<file path="src/rtl/input_buffer_fifo.sv">
// Per-port first-word-fall-through flit buffer with one credit pulse returned per drained flit.
// Define IB_ERR_CHECK_EN to add sticky overflow/underflow flags (ib_ovf_o, ib_unf_o).
module input_buffer_fifo #(
  parameter int DATA_WIDTH = 16,
  parameter int DEPTH      = 4,
  localparam int CNT_W     = $clog2(DEPTH + 1)
) (
  input  logic                  clk,
  input  logic                  reset,
  input  logic [DATA_WIDTH-1:0] ib_data_i,
  input  logic                  ib_write_i,
  input  logic                  ib_read_i,
  output logic [DATA_WIDTH-1:0] ib_data_o,
  output logic [7:0]            ib_addr_o,
  output logic                  ib_empty_o,
  output logic                  ib_full_o,
  output logic [CNT_W-1:0]      ib_count_o,
  output logic                  ib_credit_o
`ifdef IB_ERR_CHECK_EN
  ,
  output logic                  ib_ovf_o,
  output logic                  ib_unf_o
`endif
);

  localparam int PTR_W = $clog2(DEPTH);

  logic [DATA_WIDTH-1:0] mem [DEPTH];
  logic [PTR_W-1:0]      wr_ptr;
  logic [PTR_W-1:0]      rd_ptr;
  logic [CNT_W-1:0]      count;
  logic                  empty;
  logic                  full;
  logic                  rd_acc;
  logic                  wr_acc;

  assign empty  = (count == '0);
  assign full   = (count == CNT_W'(DEPTH));
  assign rd_acc = ib_read_i & ~empty;
  // A full buffer still takes a write when the head leaves in the same cycle.
  assign wr_acc = ib_write_i & (~full | rd_acc);

  // NOTE: storage has no reset; pointers and count alone define which entries are valid.
  always_ff @(posedge clk) begin
    if (wr_acc) mem[wr_ptr] <= ib_data_i;
  end

  // NOTE: sequential state uses non-blocking assignments so all registers update together.
  always_ff @(posedge clk or negedge reset) begin
    if (!reset) begin
      wr_ptr      <= '0;
      rd_ptr      <= '0;
      count       <= '0;
      ib_credit_o <= 1'b0;
    end else begin
      if (wr_acc) wr_ptr <= wr_ptr + 1'b1;
      if (rd_acc) rd_ptr <= rd_ptr + 1'b1;
      unique case ({wr_acc, rd_acc})
        2'b10:   count <= count + 1'b1;
        2'b01:   count <= count - 1'b1;
        default: count <= count;
      endcase
      ib_credit_o <= rd_acc;
    end
  end

  assign ib_data_o  = empty ? '0 : mem[rd_ptr];
  assign ib_addr_o  = ib_data_o[7:0];
  assign ib_empty_o = empty;
  assign ib_full_o  = full;
  assign ib_count_o = count;

`ifdef IB_ERR_CHECK_EN
  logic ovf_evt;
  logic unf_evt;

  assign ovf_evt = ib_write_i & ~wr_acc;
  assign unf_evt = ib_read_i & empty;

  always_ff @(posedge clk or negedge reset) begin
    if (!reset) begin
      ib_ovf_o <= 1'b0;
      ib_unf_o <= 1'b0;
    end else begin
      if (ovf_evt) ib_ovf_o <= 1'b1;
      if (unf_evt) ib_unf_o <= 1'b1;
    end
  end

`ifndef SYNTHESIS
  always @(posedge clk) begin
    if (reset && ovf_evt) $error("input_buffer_fifo: write dropped, buffer full");
    if (reset && unf_evt) $error("input_buffer_fifo: read of empty buffer ignored");
  end
`endif
`endif

endmodule

</file>
<file path="config.mk">
export PLATFORM = sky130hd
export DESIGN_NAME = input_buffer_fifo
export DESIGN_NICKNAME = d
export VERILOG_FILES = /design/src/rtl/input_buffer_fifo.sv
export SDC_FILE = /design/constraint.sdc
export NUM_CORES = 1
export LEC_CHECK = 0
export CORE_MARGIN = 2
export CORE_UTILIZATION = 40
export CTS_BUF_LIST = sky130_fd_sc_hd__clkbuf_8
export DETAILED_ROUTE_END_ITERATION = 10
export SYNTH_ARGS = -nofsm -noshare
export SYNTH_HDL_FRONTEND = slang
export SYNTH_SLANG_ARGS = --single-unit
</file>
<file path="constraint.sdc">
create_clock -name clk -period 3 [get_ports clk]
set_clock_uncertainty 0.2 [all_clocks]
set_input_delay 0.9 -clock clk [delete_from_list [all_inputs] [get_ports clk]]
set_output_delay 0.9 -clock clk [all_outputs]
set_load 0.01 [all_outputs]
</file>
=== Word-level counts from Yosys, hierarchy flattened ===
Memory sizes are Yosys's and may differ from the RTL's.
Index checks and enable logic that the tools add are counted.

* Add/subtract/negate cells: 4
* Multipliers: 0
* Div/mod/pow operators: 0
* Magnitude comparators: 0
* Eq/ne operators: 3
* Shift-type cells: 0
* Multiplexer cells: 4
* Bitwise logic cells: 5
* Reduce and logical (&&, ||, !) cells: 2

{| class="wikitable"
|+ Operator list
! operator !! number
|-
| two-way mux 16 bit || 1
|-
| case mux 3 bit (2 select lines) || 1
|-
| adder 2 x 1 -> 2 bit (second input constant) || 2
|-
| adder 3 x 1 -> 3 bit (second input constant) || 1
|-
| == test 3 bit (second input constant) || 1
|-
| zero test 3 bit || 1
|-
| subtractor 3 x 1 -> 3 bit (second input constant) || 1
|-
| AND 1 bit || 2
|-
| == test 2 x 1 -> 1 bit (second input constant) || 1
|-
| == test 2 bit (second input constant) || 1
|-
| two-way mux 1 bit || 2
|-
| inverter 1 bit || 2
|-
| nonzero test 2 bit || 1
|-
| OR 1 bit || 1
|}

* Register bits after elaboration: 8
* Latch bits: 0
* Bits in writable memories: 64
* Memory bits (read-only): 0
* Word-level logic and storage cells: 23
* Memories: 1

{| class="wikitable"
|+ Memories
! memory !! depth !! bits a word !! rd ports !! clocked after memory_dff !! write ports !! line !! source
|-
| mem || 4 || 16 || 1 || 0 || 1 || 28 || <nowiki>logic [DATA_WIDTH-1:0] mem [DEPTH];</nowiki>
|}

=== Logic depth before layout (Yosys ltp) ===
Gate-level depths: netlist of run 1.

* Word-level depth: 7
* Depth in mapped cells: 9

=== Worst setup path after synthesis of run 1 ===
OpenSTA, ideal clock, no wires.

* Kind: register to output
* Start point: reg rd_ptr[0]
* End point: out ib_data_o[7]
* Arrival: 1.484 ns
* Setup slack: 0.416 ns
* Cell stages (with the launch flop): 6
* Buffers on the path: 3
* Path through: dfrtp_1 -> buf_4 -> buf_6 -> mux4_2 -> nor2b_1 -> buf_4

* Cells in the longest elaborated chain, start to end: 2

{| class="wikitable"
|+ Ends and longest elaborated chain
! what !! line !! source
|-
| start, declared || 30 || <nowiki>logic [PTR_W-1:0] rd_ptr;</nowiki>
|-
| start signal, assigned || 57 || <nowiki>if (rd_acc) rd_ptr <= rd_ptr + 1'b1;</nowiki>
|-
| memory (4 x 16 bit) || -- ||
|-
| two-way mux 16 bit || 67 || <nowiki>assign ib_data_o = empty ? '0 : mem[rd_ptr];</nowiki>
|-
| end, declared || 13 || <nowiki>output logic [DATA_WIDTH-1:0] ib_data_o,</nowiki>
|}

Every way passes these cells.

=== Final worst setup path of run 1 ===
* Start point: reg rd_ptr[0]
* End point: out ib_data_o[14]

Same word-level chain as after synthesis.

==> load_flow_metrics.sql, run 1 <==
INSERT INTO impl_metrics (metric_group, metric, value, unit) VALUES
('worst_setup_path', 'critical_path.cell_chain', 'buf_12, buf_4, mux4_2, nor2b_1, clkdlybuf4s15_1', ''),
('routing', 'number_of_search_and_repair_iterations_in_the_first_detailed_routing_pass', '4', ''),
('global_route', 'grt_antenna_before_repair', '0', ''),
('worst_setup_path', 'cp_data_required_time', '1.90', 'ns'),
('routing', 'totalWireLength', '5150', 'um'),
('power_and_ir_drop', 'int_power', '2.54', 'mW'),
('timing', 'slew_headroom', '0.724', ''),
('logic_synthesis', 'synth_cell_types', '20', ''),
('logic_synthesis', 'synth-async-reset-ratio', '0.111', ''),
('logic_synthesis', 'synthDominantAreaCellType', 'sky130_fd_sc_hd__edfxtp_1', ''),
('clocking', 'cts-buffers-inserted', '9', ''),
('cells_and_area', 'layout_common_cells', 'sky130_fd_sc_hd__edfxtp_1 (64), sky130_fd_sc_hd__clkdlybuf4s50_1 (25), sky130_fd_sc_hd__nor2b_1 (17)', ''),
('routing', 'wl_per_cell', '16.2', 'um'),
('global_route', 'total_track_usage', '0.137', ''),
('cells_and_area', 'fillCellCount', '593', ''),
('logic_synthesis', 'synth-edff-count', '64', ''),
('power_and_ir_drop', 'p_clk_frac', '0.189', ''),
('worst_setup_path', 'timing.critical_path.arrival', '1.84', 'ns'),
('logic_synthesis', 'synth.top_cells.by_area', 'sky130_fd_sc_hd__edfxtp_1 (65%), sky130_fd_sc_hd__mux4_2 (12%), sky130_fd_sc_hd__dfrtp_1 (6.8%)', ''),
('min_path', 'worstHoldPathType', 'register to register', ''),
('placement', 'placement.io_buffers', '49', ''),
('die', 'fp-row-count', '31', ''),
('clocking', 'root_buffer', 'sky130_fd_sc_hd__clkbuf_8', ''),
('cells_and_area', 'post-route-util', '0.519', ''),
('clocking', 'worst_setup_hold_path_clk_slew', '0.07', 'ns'),
('worst_setup_path', 'critical_path_depth', '5', ''),
('worst_setup_path', 'timing.setup.critical_path_class', 'register to primary output', ''),
('die', 'chipWidth', '89.7', 'um'),
('cells_and_area', 'areaGrowthSynthToFinish', '26.6', '%'),
('logic_synthesis', 'adder_cell_area_share_of_the_yosys_netlist', '0.0281', ''),
('outcome', 'outcome', 'completed', ''),
('worst_setup_path', 'r2r_setup_slack', '0.57', 'ns'),
('worst_setup_path', 'critical_path.max_fanout', '5', ''),
('placement', 'dpl.cell_count', '295', ''),
('cells_and_area', 'post_route_cells_drive_above_1_share', '0.297', ''),
('clocking', 'cts_max_level', '3', ''),
('die', 'die-height', '89.7', 'um'),
('global_route', 'grt_max_degree', '20', ''),
('timing', 'worst-slew-pin-transition', '0.413', 'ns'),
('logic_synthesis', 'synth.yosys.warnings', '0', ''),
('worst_setup_path', 'worst_path_dominant_cell_family', 'buffers and inverters', ''),
('routing', 'route.vias.total', '1487', ''),
('routing', 'first_iter_violations', '84', ''),
('power_and_ir_drop', 'net-switching-power', '1.14', 'mW'),
('timing', 'setup_ws', '0.0619', 'ns'),
('die', 'placeableCoreArea', '0.00718', 'mm^2'),
('die', 'dieArea', '0.00805', 'mm^2'),
('placement', 'place_ws', '-0.00312', 'ns'),
('placement', 'globalplace.congestion', '0.657', ''),
('die', 'boundaryPins', '50', ''),
('worst_setup_path', 'crit_path_start', 'rd_ptr[0]', ''),
('logic_synthesis', 'yosysTopAreaCellShare', '0.654', ''),
('worst_setup_path', 'timing.critical_path.slowest_stage_cell', 'sky130_fd_sc_hd__mux4_2', ''),
('logic_synthesis', 'post_synth_xor_area_fraction', '0.0179', ''),
('logic_synthesis', 'multiplexer_area_fraction_after_synthesis', '0.131', ''),
('timing', 'achievable-frequency', '340', 'MHz'),
('global_route', 'first_pass_grt_wire_length', '8280', 'um'),
('power_and_ir_drop', 'power_per_cell_area', '988', 'mW/mm^2'),
('power_and_ir_drop', 'power_frac_comb', '0.424', ''),
('worst_setup_path', 'critical_path.startpoint_type', 'register', ''),
('logic_synthesis', 'syn_nets', '175', ''),
('timing', 'number_of_max_slew_violations_in_the_final_report', '0', ''),
('logic_synthesis', 'synthSimpleGateAreaFrac', '0.0549', ''),
('routing', 'remaining_drc_errors', '0', ''),
('worst_setup_path', 'crit_end', 'ib_data_o[14]', ''),
('power_and_ir_drop', 'share_seq_of_total_power', '0.386', ''),
('timing', 'fin_crit', '2.94', 'ns'),
('timing', 'final_period_util', '0.979', ''),
('logic_synthesis', 'synth_cell_area', '0.00294', 'mm^2'),
('clocking', 'cts.sink_count', '72', ''),
('power_and_ir_drop', 'sw_frac_of_total', '0.309', '');
-- worst min-delay path by stage --
stage / endpoint / slack (ns) / cells past startpoint
finish: ib_count_o[2] / 0.35 / 1
global route: ib_count_o[2] / 0.37 / 1
CTS: ib_count_o[2] / 0.35 / 1
detailed placement: ib_count_o[2] / 0.33 / 1
global placement: ib_count_o[2] / 0.32 / 1
floorplan: wr_ptr[1] / 0.33 / 1
-- logic make-up after synthesis --
logic type / Yosys count
fa+ha+maj: 6
compound gates: 1
buf+inv: 20
xor+xnor: 6
flops: 72
mux: 18
simple gates: 26
-- stage by stage --
step / cell area, um^2 / hold slack (ns)
2_1_floorplan: 2940 / 0.335
3_3_place_gp: 3550 / 0.320
3_5_place_dp: 3550 / 0.334
4_1_cts: 3750 / 0.347
5_1_grt: 3720 / 0.367
6_report: 3720 / 0.346
-- cell usage after synthesis, types with 2 or more instances --
master	number
sky130_fd_sc_hd__and2_1	4
sky130_fd_sc_hd__buf_2	3
sky130_fd_sc_hd__buf_4	9
sky130_fd_sc_hd__dfrtp_1	8
sky130_fd_sc_hd__edfxtp_1	64
sky130_fd_sc_hd__ha_1	5
sky130_fd_sc_hd__inv_1	7
sky130_fd_sc_hd__mux4_2	16
sky130_fd_sc_hd__nor2_1	2
sky130_fd_sc_hd__nor2b_1	17
sky130_fd_sc_hd__xnor2_1	2
sky130_fd_sc_hd__xor2_1	4
-- routing by layer --
layer,wire length (um),part of all wire,GRT usage
met1,2200,0.43,0.167
met2,2620,0.51,0.231
met3,250,0.049,0.0360
met4,82,0.016,0.0615
met5,0,0,0
-- state kept, by name (all words and copies together) (netlist names) --
name,cells
mem,64
ib_count_o,3
rd_ptr,2
wr_ptr,2
ib_credit_o,1
-- area by class of cell --
class,instances,area (um^2),area share
clock inverter,6,53.8,0.0145
timing repair buffer,68,576,0.155
sequential,72,2120,0.570
clock buffer,9,124,0.0333
multi-input combinational,57,697,0.187
inverter,7,26.3,0.00706
tap,99,124,0.0333
-- what timing repair did --
action                     in CTS  in global routing
hold buffers                    0                  0
gates resized for setup        52                 17
pin swaps                       0                  0
setup endpoints to repair      24                 16
buffers inserted                7                  1
-- power groups by stage --
stage / sequential [mW] / combinational [mW] / clock, mW
after floorplan: 1.42 / 0.990 / 0
after global placement: 1.43 / 1.69 / 0
after detailed placement: 1.44 / 1.71 / 0
after CTS: 1.42 / 1.61 / 0.714
after global routing: 1.44 / 1.71 / 0.763
final: 1.42 / 1.56 / 0.697
-- worst reg2reg max path: stages, from the launching register on --
cell and delay [ns]:
sky130_fd_sc_hd__dfrtp_1 0.43, sky130_fd_sc_hd__or3b_1 0.43, sky130_fd_sc_hd__o21a_4 0.24, sky130_fd_sc_hd__inv_1 0.06, sky130_fd_sc_hd__ha_1 0.17, sky130_fd_sc_hd__inv_1 0.06, sky130_fd_sc_hd__fa_1 0.37, sky130_fd_sc_hd__xor2_1 0.15
sky130_fd_sc_hd__nor2_1 0.11, sky130_fd_sc_hd__xor2_1 0.14
No activity file was read; power rests on OpenSTA's default activity.
==> inputs of run 2 (changes only) <==
Settings changed: CORE_ASPECT_RATIO set to 0.9.
==> run 2 against run 1 <==
Compared with the run above: worst hold slack lost 0.0053 ns; sequential share of layout area shrank 0.73 points; critical path type unchanged; core utilization grew 1.5 points; critical path depth shrank 1; combinational power is essentially flat; design area grew 1.4%; via count shrank 1.1%; power grew 1.0%; setup slack is essentially flat.
==> load_flow_metrics.sql, run 2 (synthesis results as in run 1) <==
INSERT INTO impl_metrics (metric_group, metric, value, unit) VALUES
('power_and_ir_drop', 'power_per_cell_area', '984', 'mW/mm^2'),
('worst_setup_path', 'worst_path_dominant_cell_family', 'multiplexers', ''),
('cells_and_area', 'areaGrowthSynthToFinish', '28.4', '%'),
('power_and_ir_drop', 'share_seq_of_total_power', '0.390', ''),
('cells_and_area', 'antenna_cells', '0', ''),
('die', 'chipWidth', '94.4', 'um'),
('power_and_ir_drop', 'power_frac_comb', '0.426', ''),
('power_and_ir_drop', 'sw_frac_of_total', '0.304', ''),
('die', 'dieArea', '0.00805', 'mm^2'),
('global_route', 'grt_antenna_before_repair', '0', ''),
('timing', 'worst-slew-pin-transition', '0.393', 'ns'),
('timing', 'final_period_util', '0.979', ''),
('clocking', 'clock_latency', '0.32', 'ns'),
('worst_setup_path', 'critical_path.cell_chain', 'buf_12, mux4_2, nor2b_1, dlygate4sd2_1', ''),
('placement', 'place_ws', '0.0373', 'ns'),
('global_route', 'gr-total-overflow', '0', ''),
('routing', 'postRouteAntennaNets', '0', ''),
('timing', 'number_of_max_slew_violations_in_the_final_report', '0', ''),
('routing', 'average_via_count_per_standard_cell', '4.77', ''),
('global_route', 'globalRouteMet3Util', '0.0293', ''),
('routing', 'totalWireLength', '5120', 'um'),
('cells_and_area', 'net_count_reported_at_finish', '238', ''),
('timing', 'slew_headroom', '0.737', ''),
('routing', 'remaining_drc_errors', '0', ''),
('cells_and_area', 'fillCellCount', '574', ''),
('timing', 'achievable-frequency', '340', 'MHz'),
('global_route', 'grt.met1_usage', '0.192', ''),
('worst_setup_path', 'worstPathBufferInverterCount', '2', ''),
('worst_setup_path', 'cp_data_required_time', '1.90', 'ns'),
('power_and_ir_drop', 'p_clk_frac', '0.184', ''),
('power_and_ir_drop', 'net-switching-power', '1.13', 'mW'),
('outcome', 'outcome', 'completed', ''),
('die', 'placeableCoreArea', '0.00708', 'mm^2'),
('cells_and_area', 'post-route-cell-area', '0.00377', 'mm^2'),
('power_and_ir_drop', 'power.leakage', '1.38', 'nW'),
('routing', 'wl_per_cell', '16.6', 'um'),
('placement', 'dpl.hpwl', '3380', 'um'),
('clocking', 'cts_tree', 'yes', ''),
('clocking', 'root_buffer', 'sky130_fd_sc_hd__clkbuf_8', ''),
('die', 'start_util', '0.415', ''),
('cells_and_area', 'layout_common_cells', 'sky130_fd_sc_hd__edfxtp_1 (64), sky130_fd_sc_hd__clkdlybuf4s50_1 (25), sky130_fd_sc_hd__nor2b_1 (17)', ''),
('cells_and_area', 'post-route-util', '0.534', ''),
('routing', 'number_of_search_and_repair_iterations_in_the_first_detailed_routing_pass', '4', ''),
('worst_setup_path', 'critical_path.max_fanout', '6', ''),
('min_path', 'worstHoldPathType', 'register to register', ''),
('worst_setup_path', 'critical_path.startpoint_type', 'register', ''),
('global_route', 'total_track_usage', '0.141', ''),
('die', 'fp-row-count', '29', ''),
('worst_setup_path', 'timing.setup.critical_path_class', 'register to primary output', ''),
('cells_and_area', 'max_flop_register', 'mem', ''),
('routing', 'first_iter_violations', '73', ''),
('global_route', 'global_route.peak_usage_layer', 'met2', ''),
('routing', 'route.vias.total', '1470', ''),
('placement', 'placement.io_buffers', '49', ''),
('timing', 'fin_crit', '2.94', 'ns'),
('clocking', 'cts_max_level', '3', ''),
('clocking', 'cts_buffer_depth', '2', ''),
('global_route', 'first_pass_grt_wire_length', '8170', 'um'),
('clocking', 'cts-buffers-inserted', '9', ''),
('cells_and_area', 'largest_register_ffs', '64', ''),
('timing', 'tns', '0', 'ns'),
('worst_setup_path', 'critical_path.endpoint_type', 'primary output', ''),
('timing', 'hold_viol', '0', ''),
('power_and_ir_drop', 'vdd_drop_max', '0.000428', 'V'),
('global_route', 'grt_max_degree', '17', ''),
('timing', 'setup_ws', '0.0619', 'ns'),
('cells_and_area', 'post_route_cells_drive_above_1_share', '0.237', ''),
('placement', 'globalplace.congestion', '0.699', ''),
('timing', 'final-setup-viol-count', '0', ''),
('timing', 'rsz0062_at_grt', 'no', ''),
('die', 'die-height', '85.3', 'um'),
('global_route', 'via_count_of_the_first_global_routing_pass', '1566', ''),
('die', 'boundaryPins', '50', ''),
('global_route', 'grt.met2_usage', '0.222', ''),
('power_and_ir_drop', 'int_power', '2.59', 'mW'),
('run', 'drv_cap', '0', ''),
('clocking', 'worst_setup_hold_path_clk_slew', '0.07', 'ns'),
('placement', 'placedInstanceArea', '0.00357', 'mm^2'),
('worst_setup_path', 'critPathMaxStageDelay', '0.48', 'ns'),
('cells_and_area', 'mostFrequentLayoutCell', 'sky130_fd_sc_hd__edfxtp_1', ''),
('clocking', 'postCtsHoldBufs', '0', ''),
('worst_setup_path', 'timing.critical_path.arrival', '1.84', 'ns'),
('clocking', 'cts.sink_count', '72', ''),
('worst_setup_path', 'timing.critical_path.slowest_stage_cell', 'sky130_fd_sc_hd__mux4_2', '');
==> run 2: cell types whose count changed in the layout (fill, tap and decap cells not counted) <==
cell	change
sky130_fd_sc_hd__buf_2	-6
sky130_fd_sc_hd__dfrtp_2	+2
sky130_fd_sc_hd__clkbuf_16	+1
sky130_fd_sc_hd__clkdlybuf4s15_1	+7
sky130_fd_sc_hd__inv_1	-2
sky130_fd_sc_hd__clkbuf_2	-7
sky130_fd_sc_hd__buf_4	-4
sky130_fd_sc_hd__clkinv_1	+1
sky130_fd_sc_hd__buf_6	-1
sky130_fd_sc_hd__dfrtp_1	-2
sky130_fd_sc_hd__buf_12	+1
sky130_fd_sc_hd__dlygate4sd2_1	+6
==> run 2: metal layers <==
metal  routed length, um  vias to the layer above
li1                    -                      679
met1                2230                      752
met2                2620                       33
met3                 213                        6
met4                  57                        0
met5                   0                        -
==> run 2: worst paths after layout <==
check                              start       endpoint  slack (ns)  cells past startpoint
setup / recovery               rd_ptr[0]   ib_data_o[6]        0.06                      4
hold / removal             ib_count_o[2]  ib_count_o[2]        0.34                      1
setup reg to reg           ib_count_o[0]  ib_count_o[2]        0.54                      9
hold reg to reg            ib_count_o[2]  ib_count_o[2]        0.34                      1
max in group asynchronous          reset      rd_ptr[1]        1.63                      1
min in group asynchronous          reset  ib_count_o[1]        0.67                      1
==> run 2: cell type report <==
| type | instances | area, um^2 | area share |
|---|---|---|---|
| Clock buffer | 9 | 124 | 0.0328 |
| Timing Repair Buffer | 65 | 637 | 0.169 |
| Inverter | 7 | 26.3 | 0.00696 |
| Sequential cell | 72 | 2120 | 0.563 |
| Tap cell | 93 | 116 | 0.0308 |
| Clock inverter | 5 | 50.0 | 0.0133 |
| Multi-Input combinational cell | 57 | 697 | 0.185 |
==> run 2: what timing repair did <==
| item | in CTS | in global routing |
|---|---|---|
| setup endpoints to repair | 24 | 21 |
| cloned | 1 | 0 |
| gates resized for setup | 34 | 13 |
| setup buffers | 2 | 0 |
==> run 2: worst register-to-register path: cells and delay by family, from the launching register on <==
| kind | cells | cell delay, ns |
|---|---|---|
| buffers and inverters | 2 | 0.12 |
| adders and majority gates | 2 | 0.53 |
| and+or+nand+nor | 2 | 0.56 |
| AOI/OAI and AO/OA | 1 | 0.25 |
| DFF | 1 | 0.44 |
| xor gates and xnor gates | 2 | 0.31 |
==> run 2: power groups by stage <==
stage          clock network [mW]  logic, mW  registers [mW]
3_3_place_gp                    0       1.70            1.44
2_1_floorplan                   0      0.990            1.42
6_report                    0.685       1.58            1.45
3_5_place_dp                    0       1.72            1.46
4_1_cts                     0.711       1.61            1.46
5_1_grt                     0.755       1.74            1.47
==> run 2: per-stage QoR <==
step | cells | total power, mW | hold slack, ns
2_1_floorplan | 149 | 2.42 | 0.335
3_3_place_gp | 291 | 3.14 | 0.312
3_5_place_dp | 291 | 3.18 | 0.334
4_1_cts | 308 | 3.77 | 0.343
5_1_grt | 308 | 3.96 | 0.379
6_report | 308 | 3.72 | 0.341
